File: config.mk
export PLATFORM = sky130hd
export DESIGN_NAME = bus_arbiter
export DESIGN_NICKNAME = d
export VERILOG_FILES = /design/src/rtl/bus_arbiter.sv
export SDC_FILE = /design/constraint.sdc
export NUM_CORES = 1
export LEC_CHECK = 0
export CAP_MARGIN = 20
export CELL_PAD_IN_SITES_DETAIL_PLACEMENT = 1
export CELL_PAD_IN_SITES_GLOBAL_PLACEMENT = 2
export CORE_MARGIN = 2
export CORE_UTILIZATION = 29
export DETAILED_ROUTE_END_ITERATION = 8
export PLACE_DENSITY_LB_ADDON = 0.1
export SETUP_SLACK_MARGIN = 0.5
export SLEW_MARGIN = 20
export SYNTH_ARGS = -nofsm -noshare
export SYNTH_HDL_FRONTEND = slang
export SYNTH_SLANG_ARGS = --single-unit
File: constraint.sdc
create_clock -name clk -period 7 [get_ports clk]
set_clock_uncertainty 0.05 [all_clocks]
set_input_delay 1.05 -clock clk [delete_from_list [all_inputs] [get_ports clk]]
set_output_delay 1.05 -clock clk [all_outputs]
set_load 0.02 [all_outputs]
File: src/rtl/bus_arbiter.sv
// Two-requester memory bus arbiter: EU operand accesses win by fixed priority,
// instruction prefetch is forced through after STARVE_MAX consecutive EU grants
// while it waits. Each access is IDLE -> ACCESS (wait states, timeout) -> DONE.
module bus_arbiter #(
    parameter int AW         = 20,
    parameter int DW         = 16,
    parameter int STARVE_MAX = 4,
    parameter int TIMEOUT    = 15
) (
    input  logic          clk,
    input  logic          rst,
    input  logic          eu_req,
    input  logic          eu_we,
    input  logic [AW-1:0] eu_addr,
    input  logic [DW-1:0] eu_wdata,
    output logic          eu_ready,
    output logic [DW-1:0] eu_rdata,
    input  logic          pf_req,
    input  logic [AW-1:0] pf_addr,
    output logic          pf_ready,
    output logic [DW-1:0] pf_rdata,
    output logic          mem_cs,
    output logic          mem_we,
    output logic [AW-1:0] mem_addr,
    output logic [DW-1:0] mem_wdata,
    input  logic [DW-1:0] mem_rdata,
    input  logic          mem_ack,
    output logic [1:0]    grant,
    output logic          err
);

    localparam int SW = $clog2(STARVE_MAX + 1);
    localparam int WW = $clog2(TIMEOUT + 1);

    typedef enum logic [1:0] {
        S_IDLE,
        S_ACCESS,
        S_DONE
    } state_t;

    state_t         r_state;
    state_t         w_next;
    logic [SW-1:0]  r_starve;
    logic [WW-1:0]  r_wait;
    logic           r_win_pf;
    logic           r_we;
    logic           r_err;
    logic [AW-1:0]  r_addr;
    logic [DW-1:0]  r_wdata;
    logic [DW-1:0]  r_eu_rdata;
    logic [DW-1:0]  r_pf_rdata;

    logic w_pick_pf;
    logic w_pick_eu;
    logic w_timeout;

    // Prefetch only wins when the EU is idle or the EU has used up its streak.
    assign w_pick_pf = pf_req && (!eu_req || (r_starve == SW'(STARVE_MAX)));
    assign w_pick_eu = eu_req && !w_pick_pf;
    assign w_timeout = (r_wait == WW'(TIMEOUT - 1));

    // State register; reset abandons any transaction without a ready pulse.
    always_ff @(posedge clk) begin
        if (rst) r_state <= S_IDLE;
        else     r_state <= w_next;
    end

    // Next-state decode and bus/handshake outputs, all derived from state.
    always_comb begin
        w_next    = r_state;
        mem_cs    = 1'b0;
        mem_we    = 1'b0;
        mem_addr  = '0;
        mem_wdata = '0;
        grant     = 2'b00;
        eu_ready  = 1'b0;
        pf_ready  = 1'b0;
        err       = 1'b0;
        case (r_state)
            S_IDLE: begin
                if (w_pick_pf || w_pick_eu) w_next = S_ACCESS;
            end
            S_ACCESS: begin
                mem_cs    = 1'b1;
                mem_we    = r_we;
                mem_addr  = r_addr;
                mem_wdata = r_wdata;
                grant     = r_win_pf ? 2'b10 : 2'b01;
                if (mem_ack || w_timeout) w_next = S_DONE;
            end
            S_DONE: begin
                grant    = r_win_pf ? 2'b10 : 2'b01;
                eu_ready = !r_win_pf;
                pf_ready = r_win_pf;
                err      = r_err;
                w_next   = S_IDLE;
            end
            default: w_next = S_IDLE;
        endcase
    end

    // Grant bookkeeping: winner, direction, starvation streak, wait counter, timeout flag.
    always_ff @(posedge clk) begin
        if (rst) begin
            r_starve <= '0;
            r_wait   <= '0;
            r_err    <= 1'b0;
            r_win_pf <= 1'b0;
            r_we     <= 1'b0;
        end else begin
            case (r_state)
                S_IDLE: begin
                    if (w_pick_pf || w_pick_eu) begin
                        r_win_pf <= w_pick_pf;
                        r_we     <= w_pick_eu && eu_we;
                        r_wait   <= '0;
                        r_err    <= 1'b0;
                        if (w_pick_eu && pf_req) begin
                            if (r_starve != SW'(STARVE_MAX)) r_starve <= r_starve + SW'(1);
                        end else begin
                            r_starve <= '0;
                        end
                    end
                end
                S_ACCESS: begin
                    if (!mem_ack) begin
                        if (w_timeout) r_err  <= 1'b1;
                        else           r_wait <= r_wait + WW'(1);
                    end
                end
                default: ;
            endcase
        end
    end

    // Address/write-data latch; only observable on the bus during ACCESS.
    always_ff @(posedge clk) begin
        if (r_state == S_IDLE) begin
            r_addr  <= w_pick_pf ? pf_addr : eu_addr;
            r_wdata <= w_pick_pf ? '0 : eu_wdata;
        end
    end

    // Per-requester read data: updated only by the winner's read, zeroed on timeout.
    always_ff @(posedge clk) begin
        if (rst) begin
            r_eu_rdata <= '0;
            r_pf_rdata <= '0;
        end else if (r_state == S_ACCESS && !r_we && (mem_ack || w_timeout)) begin
            if (r_win_pf) r_pf_rdata <= mem_ack ? mem_rdata : '0;
            else          r_eu_rdata <= mem_ack ? mem_rdata : '0;
        end
    end

    assign eu_rdata = r_eu_rdata;
    assign pf_rdata = r_pf_rdata;

endmodule

-- Word-level counts from Yosys, hierarchy flattened
Index checks and enable logic that the tools add are counted.
W data, S select, Z words.
- add/subtract/negate cells: 2
- equal/unequal tests: 11
- multiplexer cells: 24
- bitwise operators: 1
- reductions and logical operators: 23
- operators with widths (operator ; count):
    $mux W20 ; 2
    $mux W16 ; 2
    $mux W4 ; 3
    $ne A2 B2 Y1 const B ; 5
    $mux W1 ; 8
    $mux W2 ; 4
    $pmux W4 S2 ; 1
    $reduce_and A2 Y1 ; 4
    $reduce_and A4 Y1 ; 2
    $logic_and A1 B1 Y1 ; 6
    $mux W3 ; 2
    $add A4 B1 Y4 const B ; 1
    $eq A4 B4 Y1 const B ; 1
    $logic_not A1 Y1 ; 4
    $pmux W2 S2 ; 1
    $add A3 B1 Y3 const B ; 1
    $eq A3 B3 Y1 const B ; 1
    $logic_or A1 B1 Y1 ; 3
    $ne A3 B3 Y1 const B ; 1
    $reduce_and A3 Y1 ; 1
    $eq A2 B1 Y1 const B ; 1
    $eq A2 B2 Y1 const B ; 1
    $logic_not A2 Y1 ; 1
    $ne A2 B1 Y1 const B ; 1
    4 further kinds ; 4
- register bits after elaboration: 80
- output and inout bits: 75
- logic and storage cells: 71

-- Depth between registers and ports, before layout
- word-level depth: 8
- depth in mapped cells: 7
- gate-level depth less buffers: 5

-- Worst setup path after synthesis
Ideal clock, no wire load.
- path type: reg2out
- start: register r_state[1]
- end: output port mem_addr[0]
- arrival: 1.506 ns
- required time: 5.900 ns
- setup slack: 4.394 ns
- cell stages (with the launch flop): 7
- buffers on the path: 3
- cell sequence: dfxtp_1 inv_1 ha_1 buf_4 buf_2 clkbuf_1 and2_1
- cells in the longest elaborated chain, start to end: 2
- ends and longest elaborated chain (element ; line ; text):
    start: declaration ; 41 ; state_t r_state;
    start signal: assignment ; 65 ; else r_state <= w_next;
    $eq A2 B1 Y1 ; 79 ; case (r_state)
    $mux W20 ; 79 ;
    end: declaration ; 24 ; output logic [AW-1:0] mem_addr,
Every way passes these cells.

-- Worst setup path in the final report
- start: register r_state[1]
- end: output port mem_addr[15]
Same word-level chain as after synthesis.

==> impl_metrics.py <==
metrics = {
    "outcome": {
        "status": "complete, no violations",
    },
    "clocking": {
        "holdBufCountCts": 0,
        "clkTransAtPathRegs_ns": 0.06,
        "clockRootBuffer": "clkbuf_16",
        "clkSinkCount": 80,
        "cts_setup_buffers": 0,
        "cts_tree": "built",
        "htreeDepth": 3,
        "worst_skew_pair.late_latency_ns": 0.33,
        "ctsResizeCount": 0,
        "cts_buffers": 9,
        "cts_max_path_buffers": 2,
    },
    "synthesis": {
        "synth_edf_count": 36,
        "yosysTopAreaCell": "edfxtp_1",
        "synthTopCellsByCount": "57 x and2_1, 44 x dfxtp_1, 38 x nand2_1, 36 x edfxtp_1, 36 x mux2i_1",
        "synth_top_area_share_pct": 28.08,
        "yosysMostFrequentCell": "and2_1",
        "synth_seq_cells": 80,
        "synthDistinctLibCells": 44,
        "ys.flop_type": "dfxtp_1",
        "yosysWarnings": 0,
        "synth_nets": 422,
        "synth.area.top_cells": "edfxtp_1 28%, dfxtp_1 23%, mux2i_1 9.4%",
        "syn_area_um2": 3850,
        "synth-seq-area-share_pct": 50.96,
        "avgSynthCellArea_um2": 11.46,
        "synthArstFlopShare_pct": 0,
        "netlist_instances": 336,
    },
    "timing": {
        "worst_slew_pin_slew_ns": 0.9817,
        "fin_setup_tns_ns": 0,
        "whs_ns": 0.4089,
        "rsz0062_at_grt": "no",
        "slew_viol_final": 0,
        "slew_headroom_pct": 34.35,
        "fmax_ghz": 0.2808,
        "setup_viol": 0,
        "fin_crit_ns": 3.561,
        "finalHoldViolCount": 0,
        "fin_crit_sh_pct": 50.87,
        "setup_slack_ns": 3.439,
    },
    "final_layout": {
        "diodes": 0,
        "finalNonFillerCells": 659,
        "fin_nets": 564,
        "syn_to_final_growth_pct": 47.68,
        "layout-drive-gt1-share_pct": 9.731,
    },
    "die": {
        "rows": 42,
        "fp.dieH_um": 119.2,
        "fp.dieW_um": 119.2,
        "io_pins": 153,
        "start_util_pct": 29.42,
        "dieArea_um2": 14210,
        "core_um2": 13090,
    },
    "place": {
        "port_buffers": 152,
        "routabilityCongestion": 0.6975,
        "dp_cells": 643,
        "pre_cts_slack_ns": 3.608,
        "dp_hpwl_mm": 7.406,
    },
    "setup_path": {
        "cp-start-kind": "register",
        "crit_type": "reg2out",
        "cp_cell_sequence": "inv_1 > ha_1 > buf_4 > and2_1 > clkdlybuf4s50_1",
        "cp-end-kind": "output pin",
        "crit_fanout": 43,
        "arrival_ns": 2.46,
        "slowest_stage": "clkdlybuf4s50_1",
        "rr_worst_depth": 6,
        "critPathRequiredTime_ns": 5.90,
        "cpPeakStageDelay_ns": 0.65,
    },
    "drt": {
        "drc": 0,
        "wl_met1_mm": 4.070,
        "drtIter0Drc": 92,
        "avgViaCountPerCell": 4.531,
        "first_pass_iters": 4,
        "routedWlPerCell_um": 15.84,
        "highest_layer": "met4",
        "vias": 2986,
        "final_antenna_net_count": 0,
        "dr_wl_met2_mm": 5.232,
        "wl_met3_um": 970,
        "wl_mm": 10.44,
    },
    "min_path": {
        "worstHoldPathType": "reg2reg",
        "holdPathStages": 2,
    },
    "global_route": {
        "antenna_found_initial": 0,
        "grt_usage_pct": 15.44,
        "grt_max_degree": 51,
        "overflow": 0,
        "grt_pass1_vias": 3243,
        "grt_pass1_wl_mm": 16.99,
    },
    "run": {
        "cap_violations": 0,
    },
    "pwr": {
        "leakagePower_nw": 2.213,
        "power_density_nw_per_um2": 236.3,
        "power.total_mw": 1.343,
        "ir_drop_uv": 101.7,
    },
}
[power by group]
group | leakage (nW) | internal [mW] | total, mW | switching [mW]
logic | 1.35 | 0.161 | 0.336 | 0.175
registers | 0.724 | 0.554 | 0.572 | 0.0185
clock network | 0.136 | 0.249 | 0.435 | 0.185
total | 2.21 | 0.964 | 1.34 | 0.379
[flip-flops by register name, indices dropped and copies added (netlist names)]
| name | flops |
|---|---|
| r_we | 1 |
| r_state | 2 |
| r_wait | 4 |
| r_starve | 3 |
| r_err | 1 |
| r_win_pf | 1 |
| pf_rdata | 16 |
| r_addr | 20 |
| eu_rdata | 16 |
| r_wdata | 16 |
[cells by family (layout without fill, tap and decap cells)]
logic type,Yosys count,in the layout,synth area share (%)
multiplexers,56,56,15.21
flip-flops,80,80,50.96
XOR/XNOR,2,2,0.4551
AO/OA/AOI/OAI,23,23,5.428
AND/OR/NAND/NOR,135,135,19.08
buffers and inverters,32,179,6.272
adder cells (fa/ha/maj),8,8,2.600
[per-layer routing]
metal	vias to the layer above	track usage, %
met3	12	6.513
met5	-	0
met2	100	26.19
met1	1421	17.19
met4	0	5.878
li1	1453	-
[final timing paths]
check          startpoint      endpoint  slack (ns)
max            r_state[1]  mem_addr[15]        3.44
min          pf_rdata[13]  pf_rdata[13]        0.41
max reg2reg    r_state[1]  eu_rdata[10]        4.75
min reg2reg  pf_rdata[13]  pf_rdata[13]        0.41
[through the flow]
stage | utilization [%] | cell area, um^2
after floorplan | - | 3850
after global placement | 41.28 | 5401
after detailed placement | 41.28 | 5401
after CTS | 43.37 | 5675
after global routing | 43.45 | 5685
final | 43.45 | 5685
[placed cells by master, fill, tap and decap left out, drive strengths merged, types with 2 or more instances in the layout]
cell | netlist | routed
clkdlybuf4s50 | 0 | 152
dfxtp | 44 | 44
a21oi | 2 | 2
edfxtp | 36 | 36
o21ai | 3 | 3
buf | 12 | 2
nor3b | 2 | 2
nand4 | 2 | 2
clkbuf | 11 | 11
nand3 | 20 | 20
nor3 | 3 | 3
o211ai | 5 | 5
and2 | 57 | 57
nor2 | 5 | 5
mux2 | 20 | 20
ha | 8 | 8
mux2i | 36 | 36
o31ai | 2 | 2
clkinv | 0 | 3
nand2 | 39 | 39
inv | 9 | 10
nor2b | 4 | 4
[final cells by class]
| cell class | count | area (um^2) |
|---|---|---|
| clock buffers | 11 | 242.7 |
| clock inverters | 5 | 31.28 |
| fillers | 1432 | 7400 |
| inverters | 9 | 33.78 |
| multi-input cells | 224 | 1659 |
| flip-flops and latches | 80 | 1962 |
| well taps | 176 | 220.2 |
| repair buffers | 154 | 1536 |
[critical path, delay by kind of cell (launching register included)]
family                     cells  cell delay [ns]
buffers and inverters          3             1.20
adders and majority gates      1             0.39
DFF                            1             0.32
and+or+nand+nor                1             0.19
No activity file was read; power rests on OpenSTA's default activity.
